`src/rtl/rom_loader_if.sv`:
```
// Bundles the ioctl download port, the SDRAM slot strobe, the SDRAM write port and the loader status.
// The slave side is the loader; the master side is whatever drives the download and observes the writes.
interface rom_loader_if;
  logic        ce_ref;
  logic        ioctl_download;
  logic [7:0]  ioctl_index;
  logic        ioctl_wr;
  logic [24:0] ioctl_addr;
  logic [7:0]  ioctl_dout;

  logic        mem_we;
  logic [22:0] mem_addr;
  logic        mem_bank;
  logic [7:0]  mem_din;

  logic        busy;
  logic [7:0]  rom_valid;
  logic        overflow;
  logic [24:0] byte_count;

  modport master (
    output ce_ref, ioctl_download, ioctl_index, ioctl_wr, ioctl_addr, ioctl_dout,
    input  mem_we, mem_addr, mem_bank, mem_din, busy, rom_valid, overflow, byte_count
  );

  modport slave (
    input  ce_ref, ioctl_download, ioctl_index, ioctl_wr, ioctl_addr, ioctl_dout,
    output mem_we, mem_addr, mem_bank, mem_din, busy, rom_valid, overflow, byte_count
  );
endinterface

```
`src/rtl/rom_loader.sv`:
```
// ROM download bridge: buffers ioctl bytes in a small FIFO, maps file offsets onto SDRAM pages/banks
// and commits one byte per ce_ref slot, holding the machine busy until every byte has landed.
module rom_loader #(
  parameter int FIFO_AW = 2
) (
  input  logic         clk_sys,
  input  logic         reset,
  rom_loader_if.slave  bus
);

  localparam int DEPTH = 1 << FIFO_AW;

  typedef enum logic {
    S_IDLE,
    S_WRITE
  } state_t;

  typedef struct packed {
    logic        bank;
    logic [22:0] addr;
    logic [7:0]  data;
  } entry_t;

  // Slot selector s[1:0] to SDRAM page (mem_addr[22:14]) and back again.
  function automatic logic [8:0] page_of(input logic [1:0] sel);
    case (sel)
      2'd0:    page_of = 9'h000;
      2'd1:    page_of = 9'h100;
      2'd2:    page_of = 9'h107;
      default: page_of = 9'h1FF;
    endcase
  endfunction

  function automatic logic [1:0] sel_of(input logic [8:0] page);
    case (page)
      9'h100:  sel_of = 2'd1;
      9'h107:  sel_of = 2'd2;
      9'h1FF:  sel_of = 2'd3;
      default: sel_of = 2'd0;
    endcase
  endfunction

  logic               w_dl;
  logic               w_dl_rise;
  logic               w_accept;
  logic               w_empty;
  logic               w_full;
  logic               w_commit;
  logic               w_push;
  entry_t             w_new;
  entry_t             w_head;

  logic               r_dl_q;
  state_t             r_state;
  logic               r_first;
  logic [FIFO_AW:0]   r_wr_ptr;
  logic [FIFO_AW:0]   r_rd_ptr;
  entry_t             r_fifo [DEPTH];

  logic               r_mem_we;
  logic [22:0]        r_mem_addr;
  logic               r_mem_bank;
  logic [7:0]         r_mem_din;
  logic [7:0]         r_rom_valid;
  logic               r_overflow;
  logic [24:0]        r_byte_count;

  assign w_dl      = bus.ioctl_download & (bus.ioctl_index == 8'd0);
  assign w_dl_rise = w_dl & ~r_dl_q;
  assign w_accept  = w_dl & bus.ioctl_wr & (bus.ioctl_addr[24:17] == 8'd0);

  // Pointers carry one extra wrap bit so full and empty are distinguishable.
  assign w_empty = (r_wr_ptr == r_rd_ptr);
  assign w_full  = (r_wr_ptr[FIFO_AW] != r_rd_ptr[FIFO_AW]) &&
                   (r_wr_ptr[FIFO_AW-1:0] == r_rd_ptr[FIFO_AW-1:0]);

  // r_first marks the cycle mem_we rose; a ce_ref there is too early to commit.
  assign w_commit = (r_state == S_WRITE) & ~r_first & bus.ce_ref & ~w_dl_rise;
  assign w_push   = w_accept & (~w_full | w_commit | w_dl_rise);

  assign w_new.bank = bus.ioctl_addr[16];
  assign w_new.addr = {page_of(bus.ioctl_addr[15:14]), bus.ioctl_addr[13:0]};
  assign w_new.data = bus.ioctl_dout;

  assign w_head = r_fifo[r_rd_ptr[FIFO_AW-1:0]];

  // NOTE: the FIFO storage has no reset; the pointers alone decide which entries are live.
  always_ff @(posedge clk_sys) begin
    if (w_push) begin
      if (w_dl_rise) r_fifo[0] <= w_new;
      else           r_fifo[r_wr_ptr[FIFO_AW-1:0]] <= w_new;
    end
  end

  // NOTE: all state uses non-blocking assignments so every register samples pre-edge values.
  always_ff @(posedge clk_sys or posedge reset) begin
    if (reset) begin
      r_wr_ptr <= '0;
      r_rd_ptr <= '0;
    end else if (w_dl_rise) begin
      r_rd_ptr <= '0;
      r_wr_ptr <= w_push ? (FIFO_AW+1)'(1) : '0;
    end else begin
      if (w_commit) r_rd_ptr <= r_rd_ptr + (FIFO_AW+1)'(1);
      if (w_push)   r_wr_ptr <= r_wr_ptr + (FIFO_AW+1)'(1);
    end
  end

  always_ff @(posedge clk_sys or posedge reset) begin
    if (reset) begin
      r_dl_q       <= 1'b0;
      r_state      <= S_IDLE;
      r_first      <= 1'b0;
      r_mem_we     <= 1'b0;
      r_mem_addr   <= '0;
      r_mem_bank   <= 1'b0;
      r_mem_din    <= '0;
      r_rom_valid  <= '0;
      r_overflow   <= 1'b0;
      r_byte_count <= '0;
    end else begin
      r_dl_q <= w_dl;
      if (w_dl_rise) begin
        r_state      <= S_IDLE;
        r_first      <= 1'b0;
        r_mem_we     <= 1'b0;
        r_rom_valid  <= '0;
        r_overflow   <= 1'b0;
        r_byte_count <= '0;
      end else begin
        if (w_accept && !w_push) r_overflow <= 1'b1;
        case (r_state)
          S_IDLE: begin
            if (!w_empty) begin
              r_mem_addr <= w_head.addr;
              r_mem_bank <= w_head.bank;
              r_mem_din  <= w_head.data;
              r_mem_we   <= 1'b1;
              r_first    <= 1'b1;
              r_state    <= S_WRITE;
            end
          end
          S_WRITE: begin
            r_first <= 1'b0;
            if (w_commit) begin
              r_mem_we <= 1'b0;
              r_state  <= S_IDLE;
              if (r_byte_count != '1) r_byte_count <= r_byte_count + 25'd1;
              if (r_mem_addr[13:0] == 14'h3FFF)
                r_rom_valid[{r_mem_bank, sel_of(r_mem_addr[22:14])}] <= 1'b1;
            end
          end
          default: r_state <= S_IDLE;
        endcase
      end
    end
  end

  // Reset also masks the live download request so busy reads 0 while reset is held.
  assign bus.busy       = (w_dl & ~reset) | ~w_empty | r_mem_we;
  assign bus.mem_we     = r_mem_we;
  assign bus.mem_addr   = r_mem_addr;
  assign bus.mem_bank   = r_mem_bank;
  assign bus.mem_din    = r_mem_din;
  assign bus.rom_valid  = r_rom_valid;
  assign bus.overflow   = r_overflow;
  assign bus.byte_count = r_byte_count;

endmodule

```
`src/flat_wrapper.sv`:
```
// flat-port wrapper written by rule: the top's interface ports become plain ports
module rom_loader_flat 
#(
  parameter int FIFO_AW = 2
)
  (clk_sys, reset, bus_ce_ref, bus_ioctl_download, bus_ioctl_index, bus_ioctl_wr, bus_ioctl_addr, bus_ioctl_dout, bus_mem_we, bus_mem_addr, bus_mem_bank, bus_mem_din, bus_busy, bus_rom_valid, bus_overflow, bus_byte_count);
  rom_loader_if bus_i ();
  input  logic clk_sys;
  input  logic reset;
  input wire logic [$bits(bus_i.ce_ref)-1:0] bus_ce_ref;
  input wire logic [$bits(bus_i.ioctl_download)-1:0] bus_ioctl_download;
  input wire logic [$bits(bus_i.ioctl_index)-1:0] bus_ioctl_index;
  input wire logic [$bits(bus_i.ioctl_wr)-1:0] bus_ioctl_wr;
  input wire logic [$bits(bus_i.ioctl_addr)-1:0] bus_ioctl_addr;
  input wire logic [$bits(bus_i.ioctl_dout)-1:0] bus_ioctl_dout;
  output wire logic [$bits(bus_i.mem_we)-1:0] bus_mem_we;
  output wire logic [$bits(bus_i.mem_addr)-1:0] bus_mem_addr;
  output wire logic [$bits(bus_i.mem_bank)-1:0] bus_mem_bank;
  output wire logic [$bits(bus_i.mem_din)-1:0] bus_mem_din;
  output wire logic [$bits(bus_i.busy)-1:0] bus_busy;
  output wire logic [$bits(bus_i.rom_valid)-1:0] bus_rom_valid;
  output wire logic [$bits(bus_i.overflow)-1:0] bus_overflow;
  output wire logic [$bits(bus_i.byte_count)-1:0] bus_byte_count;
  assign bus_i.ce_ref = bus_ce_ref;
  assign bus_i.ioctl_download = bus_ioctl_download;
  assign bus_i.ioctl_index = bus_ioctl_index;
  assign bus_i.ioctl_wr = bus_ioctl_wr;
  assign bus_i.ioctl_addr = bus_ioctl_addr;
  assign bus_i.ioctl_dout = bus_ioctl_dout;
  assign bus_mem_we = bus_i.mem_we;
  assign bus_mem_addr = bus_i.mem_addr;
  assign bus_mem_bank = bus_i.mem_bank;
  assign bus_mem_din = bus_i.mem_din;
  assign bus_busy = bus_i.busy;
  assign bus_rom_valid = bus_i.rom_valid;
  assign bus_overflow = bus_i.overflow;
  assign bus_byte_count = bus_i.byte_count;
  rom_loader #(.FIFO_AW(FIFO_AW)) u_core (.clk_sys(clk_sys), .reset(reset), .bus(bus_i));
endmodule
```
`config.mk`:
```
export PLATFORM = sky130hd
export DESIGN_NAME = rom_loader_flat
export DESIGN_NICKNAME = d
export VERILOG_FILES = /design/src/rtl/rom_loader_if.sv /design/src/rtl/rom_loader.sv /design/src/flat_wrapper.sv
export SDC_FILE = /design/constraint.sdc
export NUM_CORES = 1
export LEC_CHECK = 0
export CORE_UTILIZATION = 55
export CTS_CLUSTER_SIZE = 14
export DETAILED_ROUTE_END_ITERATION = 8
export MAX_ROUTING_LAYER = met4
export PLACE_DENSITY = 0.82
export SYNTH_ARGS = -nofsm -noshare
export SYNTH_HDL_FRONTEND = slang
export SYNTH_SLANG_ARGS = --single-unit
```
`constraint.sdc`:
```
create_clock -name clk_sys -period 7.79 [get_ports clk_sys]
set_input_delay 1.9475 -clock clk_sys [delete_from_list [all_inputs] [get_ports clk_sys]]
set_output_delay 1.9475 -clock clk_sys [all_outputs]
set_load 0.02 [all_outputs]
```
==> results.cfg, run 1 <==
[timing]
maxSlewViolCount = 0
fin_hold_ws_ns = 0.5043
rsz0062_at_grt = false
tightest_slew_ns = 0.9929
max_freq_ghz = 0.1725
relSlewSlack_pct = 33.80
tns_ns = 0
setup_slack_ns = 1.994
fin_crit_ns = 5.796
period_share_pct = 74.40
setup_viol = 0
fin_skew_ns = 0.009441
hold_violations = 0

[critical_path]
reg2reg_depth = 5
r2r-start = u_core.r_rd_ptr[0]
max_stage_delay_ns = 0.63
worstSetupPathType = primary input to output port
critPathTopFamily = buffers and inverters
worstPathRequired_ns = 5.84
worstPathArrival_ns = 3.85
cp_num_cells = 5
crit_buf_inv = 2
crit_top_cell = clkdlybuf4s50_1
critPathCaptureType = output port
rrSetupSlack_ns = 4.44
start_kind = primary input
endpoint = bus_busy
path_cells = clkdlybuf4s50_1, nor4_1, nand3_1, o21ai_0, clkdlybuf4s50_1
worstSetupStartpoint = bus_ioctl_index[2]
slowest_stage = clkdlybuf4s50_1
reg2reg_to = u_core.r_fifo[0][11]
worstPathMaxFanout = 6

[logic_synthesis]
syn_avg_cell_area_sq_um = 15.79
synth_xor_area_share_pct = 1.833
yosys.area.top_type_share_pct = 43.58
synth_top_family_by_area = multiplexers
synth_cell_types = 52
ys_top_cells_by_area = edfxtp_1, dfrtp_1, mux4_2
synth-simple-area-share_pct = 9.654
synthesis.nets = 503
synth_ff_type = edfxtp_1
synth_seq_cells = 174
seq_area_frac_synth_pct = 68.02
synthAdderAreaFrac_pct = 0.5237
synthMuxAreaShare_pct = 12.26
synth_area_sq_um = 7167
synth-edff-count = 104
yosysTopAreaCell = edfxtp_1
async_flop_share_pct = 40.23
ys_warn_count = 0
synth_cells = 454
synth-compound-area-share_pct = 5.290

[layout]
nets = 618
final_common_cell = clkdlybuf4s50_1
antennaDiodeCount = 0
drive_gt1_share_pct = 17.38
fin_util_pct = 71.55
final_cell_mix = clkdlybuf4s50_1, edfxtp_1, dfrtp_1
area_growth_pct = 26.50

[die]
die_h_um = 116.2
die_area_sq_um = 13490
core_sq_um = 12670
die_w_um = 116.2
placementRows = 41
io-pin-count = 114
initial_core_util_pct = 56.56

[worst_hold_path]
hold_path_class = register to register

[placed_design]
dpl.hpwl_mm = 8.873
port_buffers = 113
gp_congestion = 0.8740
pre_cts_ws_ns = 1.973

[global_route]
grt_pass1_vias = 4621
grt_overflow = 0
grt_util_all_layers_pct = 25.41
antenna_found_initial = 0
grt_pass1_wl_mm = 23.93
grt_max_degree = 71

[run]
max_cap_viol_count = 0

[detailed_routing]
dr_total_vias = 4471
drt-wirelength-per-cell_um = 19.81
wl_mm = 14.92
first_pass_iters = 5
drt-initial-drc-count = 419
ant_nets = 0
vias_per_cell = 5.938
drc = 0

[clock_tree]
cts_buffers = 17
cts.sinks = 174
cts_root_buffer = clkbuf_16
cts.clk_slew.worst_paths_ns = 0.06
clockBufferDepth = 2
tritoncts = yes
postCtsResizedCells = 0
cts.hold.buffers_added = 0
clock_latency_ns = 0.43
post_cts_buffers = 0
h-tree-depth = 4

[power]
irDropWorstVdd_mv = 0.2427
p_leak_uw = 0.003263
power_density_nw_per_um2 = 325.5

[status]
outcome = completed
-- cells by family (layout without fill, tap and decap cells) --
family                   Yosys count  after routing
multiplexers                      52             52
buffers and inverters             31            158
XOR/XNOR                          15             15
adder cells (fa/ha/maj)            3              3
flip-flops                       174            174
AND/OR/NAND/NOR                  124            124
AO/OA/AOI/OAI                     55             55
-- cell type report --
cell class	count	area (sq um)
clock buffer	21	440.4
clock inverter	10	190.2
multi-input combinational	249	2131
fill	829	3605
sequential	174	4876
tap	172	215.2
timing repair buffer	121	1191
inverter	6	22.52
-- through the flow --
stage,instances,power (uW),instance area [sq um]
floorplan,454,1747,7167
global placement,722,2030,8436
detailed placement,722,2054,8436
CTS,753,2976,9066
global route,753,3086,9066
finish,753,2951,9066
-- cell usage after synthesis (all sizes together) (6+ instances only) --
cell / instances
dfrtp: 70
a21oi: 20
xnor2: 12
edfxtp: 104
nand3: 13
nor2: 24
or3: 6
nand4: 11
o21ai: 8
buf: 22
or4: 9
mux2: 26
mux4: 26
inv: 6
nand2: 28
-- power by group --
group / internal, uW / switching (uW)
Clock: 568 / 341
Sequential: 1080 / 147
Combinational: 447 / 369
Total: 2090 / 857
-- sequential cells by signal, summed over array words and instances (netlist names) --
register	cells
u_core.bus.mem_we	1
u_core.bus.mem_din	8
u_core.bus.mem_bank	1
u_core.bus.mem_addr	17
u_core.r_wr_ptr	3
u_core.bus.overflow	1
u_core.r_state	1
u_core.r_fifo	104
u_core.bus.byte_count	25
u_core.r_rd_ptr	3
u_core.bus.rom_valid	8
u_core.r_dl_q	1
u_core.r_first	1
-- per-layer routing --
metal	track usage, %	vias to the layer above	routed length, um
li1	-	1995	-
met1	31.10	2265	6193
met2	41.43	186	7489
met3	5.812	25	954
met4	10.00	0	282
met5	-	-	0
-- worst min-delay path by stage --
stage | cells after the start | startpoint | endpoint | slack, ns
4_1_cts | 2 | u_core.bus.overflow | u_core.bus.overflow | 0.51
5_1_grt | 1 | u_core.bus.mem_din[0] | u_core.bus.mem_din[0] | 0.53
3_5_place_dp | 2 | u_core.bus.overflow | u_core.bus.overflow | 0.49
2_1_floorplan | 1 | u_core.r_first | u_core.r_first | 0.47
3_3_place_gp | 1 | u_core.r_first | u_core.r_first | 0.48
6_report | 2 | u_core.bus.overflow | u_core.bus.overflow | 0.50
-- worst min-delay path, stage by stage, from the launching register on --
cell	delay, ns
dfrtp_1	0.35
a21oi_1	0.04
nor2_1	0.07
No activity file was read; power rests on OpenSTA's default activity.
==> inputs of run 2 (changes only) <==
--- a/config.mk
+++ b/config.mk
@@ -5,11 +5,11 @@
 export SDC_FILE = /design/constraint.sdc
 export NUM_CORES = 1
 export LEC_CHECK = 0
-export CORE_UTILIZATION = 55
+export CORE_UTILIZATION = 53
 export CTS_CLUSTER_SIZE = 14
 export DETAILED_ROUTE_END_ITERATION = 8
 export MAX_ROUTING_LAYER = met4
-export PLACE_DENSITY = 0.82
+export PLACE_DENSITY = 0.79
 export SYNTH_ARGS = -nofsm -noshare
 export SYNTH_HDL_FRONTEND = slang
 export SYNTH_SLANG_ARGS = --single-unit
==> constraint.sdc (replaced) <==
create_clock -name clk_sys -period 6 [get_ports clk_sys]
set_input_delay 1.5 -clock clk_sys [delete_from_list [all_inputs] [get_ports clk_sys]]
set_output_delay 1.5 -clock clk_sys [all_outputs]
set_load 0.02 [all_outputs]
==> run 2 against run 1 <==
Compared with the run above:
- global-route usage is 2.5 points lower
- register-to-register slack worse by 1.5 ns
- clock-buffer cell count fell by 4
- clock power up 14%
- routed wire length is 3.2% lower
- final cell count up 0.80%
- worst setup slack worse by 0.87 ns
- die area rose by 3.7%
- largest power group unchanged
==> results.cfg, run 2 (synthesis results as in run 1) <==
[global_route]
grtUsageMet3_pct = 5.502
antenna_found_initial = 0
use_met2_pct = 36.32
top_usage_layer = met2
grt_max_degree = 39
gr-usage-met1_pct = 29.15
grt_pass1_wl_mm = 23.60
grt_pass1_vias = 4556
grt_overflow = 0
grt_util_all_layers_pct = 22.94

[timing]
period_share_pct = 81.32
setup_slack_ns = 1.121
tightest_slew_ns = 0.9304
fin_skew_ns = 0.005954
setup_viol = 0
fin_crit_ns = 4.879
max_freq_ghz = 0.2049
rsz0062_at_grt = false
tns_ns = 0
maxSlewViolCount = 0
relSlewSlack_pct = 37.40
hold_violations = 0

[critical_path]
worstSetupPathType = primary input to output port
worstPathRequired_ns = 4.50
critPathTopFamily = buffers and inverters
crit_buf_inv = 2
worstPathMaxFanout = 6
crit_top_cell = clkdlybuf4s50_1
max_stage_delay_ns = 0.64
path_cells = clkdlybuf4s50_1, nor4_1, nand3_1, o21ai_0, clkdlybuf4s50_1
worstPathArrival_ns = 3.38
start_kind = primary input
slowest_stage = clkdlybuf4s50_1
critPathCaptureType = output port

[clock_tree]
cts.hold.buffers_added = 0
post_cts_buffers = 0
postCtsResizedCells = 0
cts.clk_slew.worst_paths_ns = 0.06
h-tree-depth = 4
tritoncts = yes
clockBufferDepth = 2
cts_buffers = 17
cts.sinks = 174
cts_root_buffer = clkbuf_16
clock_latency_ns = 0.42

[layout]
antennaDiodeCount = 0
area_growth_pct = 25.73
regMostFlops = u_core.r_fifo
final_area_sq_um = 9011
final_common_cell = clkdlybuf4s50_1
largest_reg_flops = 104
layout.cells.non_filler = 759
drive_gt1_share_pct = 18.35
fin_util_pct = 68.32
nets = 619
final_cell_mix = clkdlybuf4s50_1, edfxtp_1, dfrtp_1

[die]
placementRows = 42
io-pin-count = 114
die_w_um = 118.3
die_h_um = 118.3
core_sq_um = 13190
initial_core_util_pct = 54.34
die_area_sq_um = 13990

[detailed_routing]
drt-initial-drc-count = 402
dr_total_vias = 4392
first_pass_iters = 4
ant_nets = 0
vias_per_cell = 5.787
drc = 0
drt-wirelength-per-cell_um = 19.04
wl_mm = 14.45

[power]
irDropWorstVdd_mv = 0.2746
power_density_nw_per_um2 = 409.5
p_leak_uw = 0.003244

[placed_design]
pre_cts_ws_ns = 1.076
dpl.hpwl_mm = 9.220
placed_cells = 727
dpl_cell_area_sq_um = 8448
port_buffers = 113
gp_congestion = 0.8265

[worst_hold_path]
hold_path_class = register to register

[run]
max_cap_viol_count = 0

[status]
outcome = completed
-- run 2: cell count changes in the layout (fill, tap and decap cells not counted) --
cell,delta
buf_4,+1
bufinv_16,-4
inv_6,+4
clkinv_2,+3
clkbuf_1,-4
clkinv_4,+2
-- run 2: area by class of cell --
class,count,area (sq um)
clock buffers,17,425.4
fillers,865,4179
inverters,6,22.52
clock inverters,15,137.6
repair buffers,122,1199
well taps,176,220.2
multi-input cells,249,2131
flip-flops and latches,174,4876
-- run 2: layer usage --
metal  routed length [um]  share of wire (%)  vias to the layer above
li1                     -                  -                     2000
met1                 6136                 42                     2234
met2                 7258                 50                      138
met3                  846                5.9                       20
met4                  208                1.4                        0
met5                    0                  0                        -
-- run 2: path summary, 6_finish.rpt --
kind                                          from                   endpoint  slack, ns  cells after the start
max                             bus_ioctl_index[2]                   bus_busy       1.12                      5
min                        u_core.bus.rom_valid[0]    u_core.bus.rom_valid[0]       0.51                      1
max reg2reg                     u_core.r_rd_ptr[0]        u_core.r_fifo[2][5]       2.99                      7
min reg2reg                u_core.bus.rom_valid[0]    u_core.bus.rom_valid[0]       0.51                      1
max in group asynchronous                    reset  u_core.bus.byte_count[13]       3.45                      3
min in group asynchronous                    reset         u_core.r_rd_ptr[2]       1.57                      2
-- run 2: worst register-to-register path: stages, from the launching register on --
cell and delay, ns:
dfrtp_2 0.34, buf_4 0.47, xor2_1 0.27, nor4_1 0.11
a211oi_1 0.73, nand2_1 0.21, nor3_2 0.14, buf_4 0.38
-- run 2: power breakdown --
group          internal, uW  switching (uW)  leakage [uW]
logic                   584             528       0.00114
clock network           576             463      0.000270
registers              1400             136       0.00183
-- run 2: through the flow --
stage               power, uW  hold WS (ns)
floorplan                2269        0.4695
global placement         2651        0.4794
detailed placement       2679        0.4964
CTS                      3729        0.5114
global route             3864        0.5180
finish                   3690        0.5051
==> inputs of run 3 (changes only) <==
==> constraint.sdc (replaced) <==
create_clock -name clk_sys -period 4.8 [get_ports clk_sys]
set_input_delay 1.2 -clock clk_sys [delete_from_list [all_inputs] [get_ports clk_sys]]
set_output_delay 1.2 -clock clk_sys [all_outputs]
set_load 0.02 [all_outputs]
==> run 3 against run 2 <==
Compared with the run above:
- combinational power grew 24%
- sequential power grew 25%
- non-clock buffer count is the same
- clock skew grew 0.0030 ns
- die area is the same
- clock-buffer cell count grew 1
- final area is essentially flat
- first-iteration DRC count grew 0.75%
- global-route usage shrank 0.59 points
- power grew 25%
==> results.cfg, run 3 (synthesis results as in run 1) <==
[status]
outcome = completed

[worst_hold_path]
holdPathEnd = u_core.bus.rom_valid[7]
min_path_cells = 1
hp-start = u_core.bus.rom_valid[7]
hold_path_class = register to register

[die]
core_sq_um = 13190
initial_core_util_pct = 54.34
io-pin-count = 114
die_h_um = 118.3
placementRows = 42
die_area_sq_um = 13990
die_w_um = 118.3

[timing]
setup_slack_ns = 0.5439
setup_viol = 0
hold_violations = 0
fin_hold_ws_ns = 0.4967
rsz0062_at_grt = false
period_share_pct = 88.67
tns_ns = 0
fin_skew_ns = 0.008973
tightest_slew_ns = 1.152
fin_crit_ns = 4.256
relSlewSlack_pct = 23.06
max_freq_ghz = 0.2350
maxSlewViolCount = 0

[detailed_routing]
drt-wirelength-per-cell_um = 18.58
wl_met3_um = 838
met2_length_mm = 6.780
drt-initial-drc-count = 405
vias_per_cell = 5.806
first_pass_iters = 5
drc = 0
wl_met1_mm = 6.209
dr_total_vias = 4407
highest_layer = met4
ant_nets = 0
wl_mm = 14.11

[global_route]
antenna_found_initial = 0
grt_overflow = 0
grt_pass1_vias = 4420
grt_pass1_wl_mm = 23.02
grt_util_all_layers_pct = 22.35
grt_max_degree = 54

[critical_path]
r2r-start = u_core.r_first
worstSetupPathType = primary input to output port
slowest_stage = clkdlybuf4s50_1
worstPathArrival_ns = 3.06
crit_top_cell = clkdlybuf4s50_1
critPathTopFamily = buffers and inverters
worstPathMaxFanout = 6
start_kind = primary input
path_cells = clkdlybuf4s50_1, nor4_1, nand3_1, o21ai_0, clkdlybuf4s50_1
worstPathRequired_ns = 3.60
reg2reg_to = u_core.r_fifo[2][11]
rrSetupSlack_ns = 1.96
critPathCaptureType = output port
max_stage_delay_ns = 0.64
crit_buf_inv = 2
reg2reg_depth = 6

[layout]
drive_gt1_share_pct = 18.18
fill_cells = 885
antennaDiodeCount = 0
final_cell_mix = clkdlybuf4s50_1, edfxtp_1, dfrtp_1
nets = 619
fin_util_pct = 68.30
regMostFlops = u_core.r_fifo
area_growth_pct = 25.70
final_common_cell = clkdlybuf4s50_1
largest_reg_flops = 104

[power]
swShare_pct = 30.47
switching_power_uw = 1404
power_density_nw_per_um2 = 511.4
irDropWorstVdd_mv = 0.3240
clkPwrFrac_pct = 28.2
power_frac_seq_pct = 41.8
p_leak_uw = 0.003238
total_power_uw = 4607
combPwrFrac_pct = 29.9
p_int_uw = 3203

[run]
max_cap_viol_count = 0

[clock_tree]
cts.hold.buffers_added = 0
post_cts_buffers = 0
clock_latency_ns = 0.42
cts.sinks = 174
cts.clk_slew.worst_paths_ns = 0.07
clockBufferDepth = 2
h-tree-depth = 4
cts_root_buffer = clkbuf_16
postCtsResizedCells = 0
cts_buffers = 17
tritoncts = yes

[placed_design]
pre_cts_ws_ns = 0.4987
dpl.hpwl_mm = 8.923
gp_congestion = 0.8179
port_buffers = 113
-- run 3: power groups by stage --
stage,Clock [uW],Combinational (uW),Sequential (uW)
floorplan,0,761,2070
global placement,0,1370,1950
detailed placement,0,1390,1950
CTS,1320,1400,1930
global route,1380,1480,1950
finish,1300,1380,1930
-- run 3: cell type report --
cell class              instances  area [sq um]  area share (%)
inverters                       6         22.52          0.2500
flip-flops and latches        174          4876           54.13
clock buffers                  18         429.2           4.764
multi-input cells             249          2131           23.65
well taps                     176         220.2           2.444
clock inverters                14         131.4           1.458
repair buffers                122          1199           13.31
-- run 3: worst max path at each step --
stage | slack [ns] | startpoint | depth (start not counted) | endpoint
final | 0.54 | bus_ioctl_index[2] | 5 | bus_busy
after global placement | 0.56 | bus_ioctl_index[2] | 5 | bus_busy
after detailed placement | 0.50 | bus_ioctl_index[2] | 5 | bus_busy
after floorplan | 0.15 | bus_ioctl_index[2] | 4 | u_core.r_fifo[1][0]
after global routing | 0.35 | bus_ioctl_index[5] | 5 | bus_busy
after CTS | 0.51 | bus_ioctl_index[5] | 5 | bus_busy
-- run 3: metrics by stage --
stage	area (sq um)	instances
floorplan	7167	454
global placement	8448	727
detailed placement	8448	727
CTS	9009	759
global route	9009	759
finish	9009	759
-- run 3: per-layer routing --
layer	up-vias	global-route usage (%)
li1	1989	-
met3	29	4.537
met5	-	-
met2	157	34.38
met1	2232	29.45
met4	0	9.054
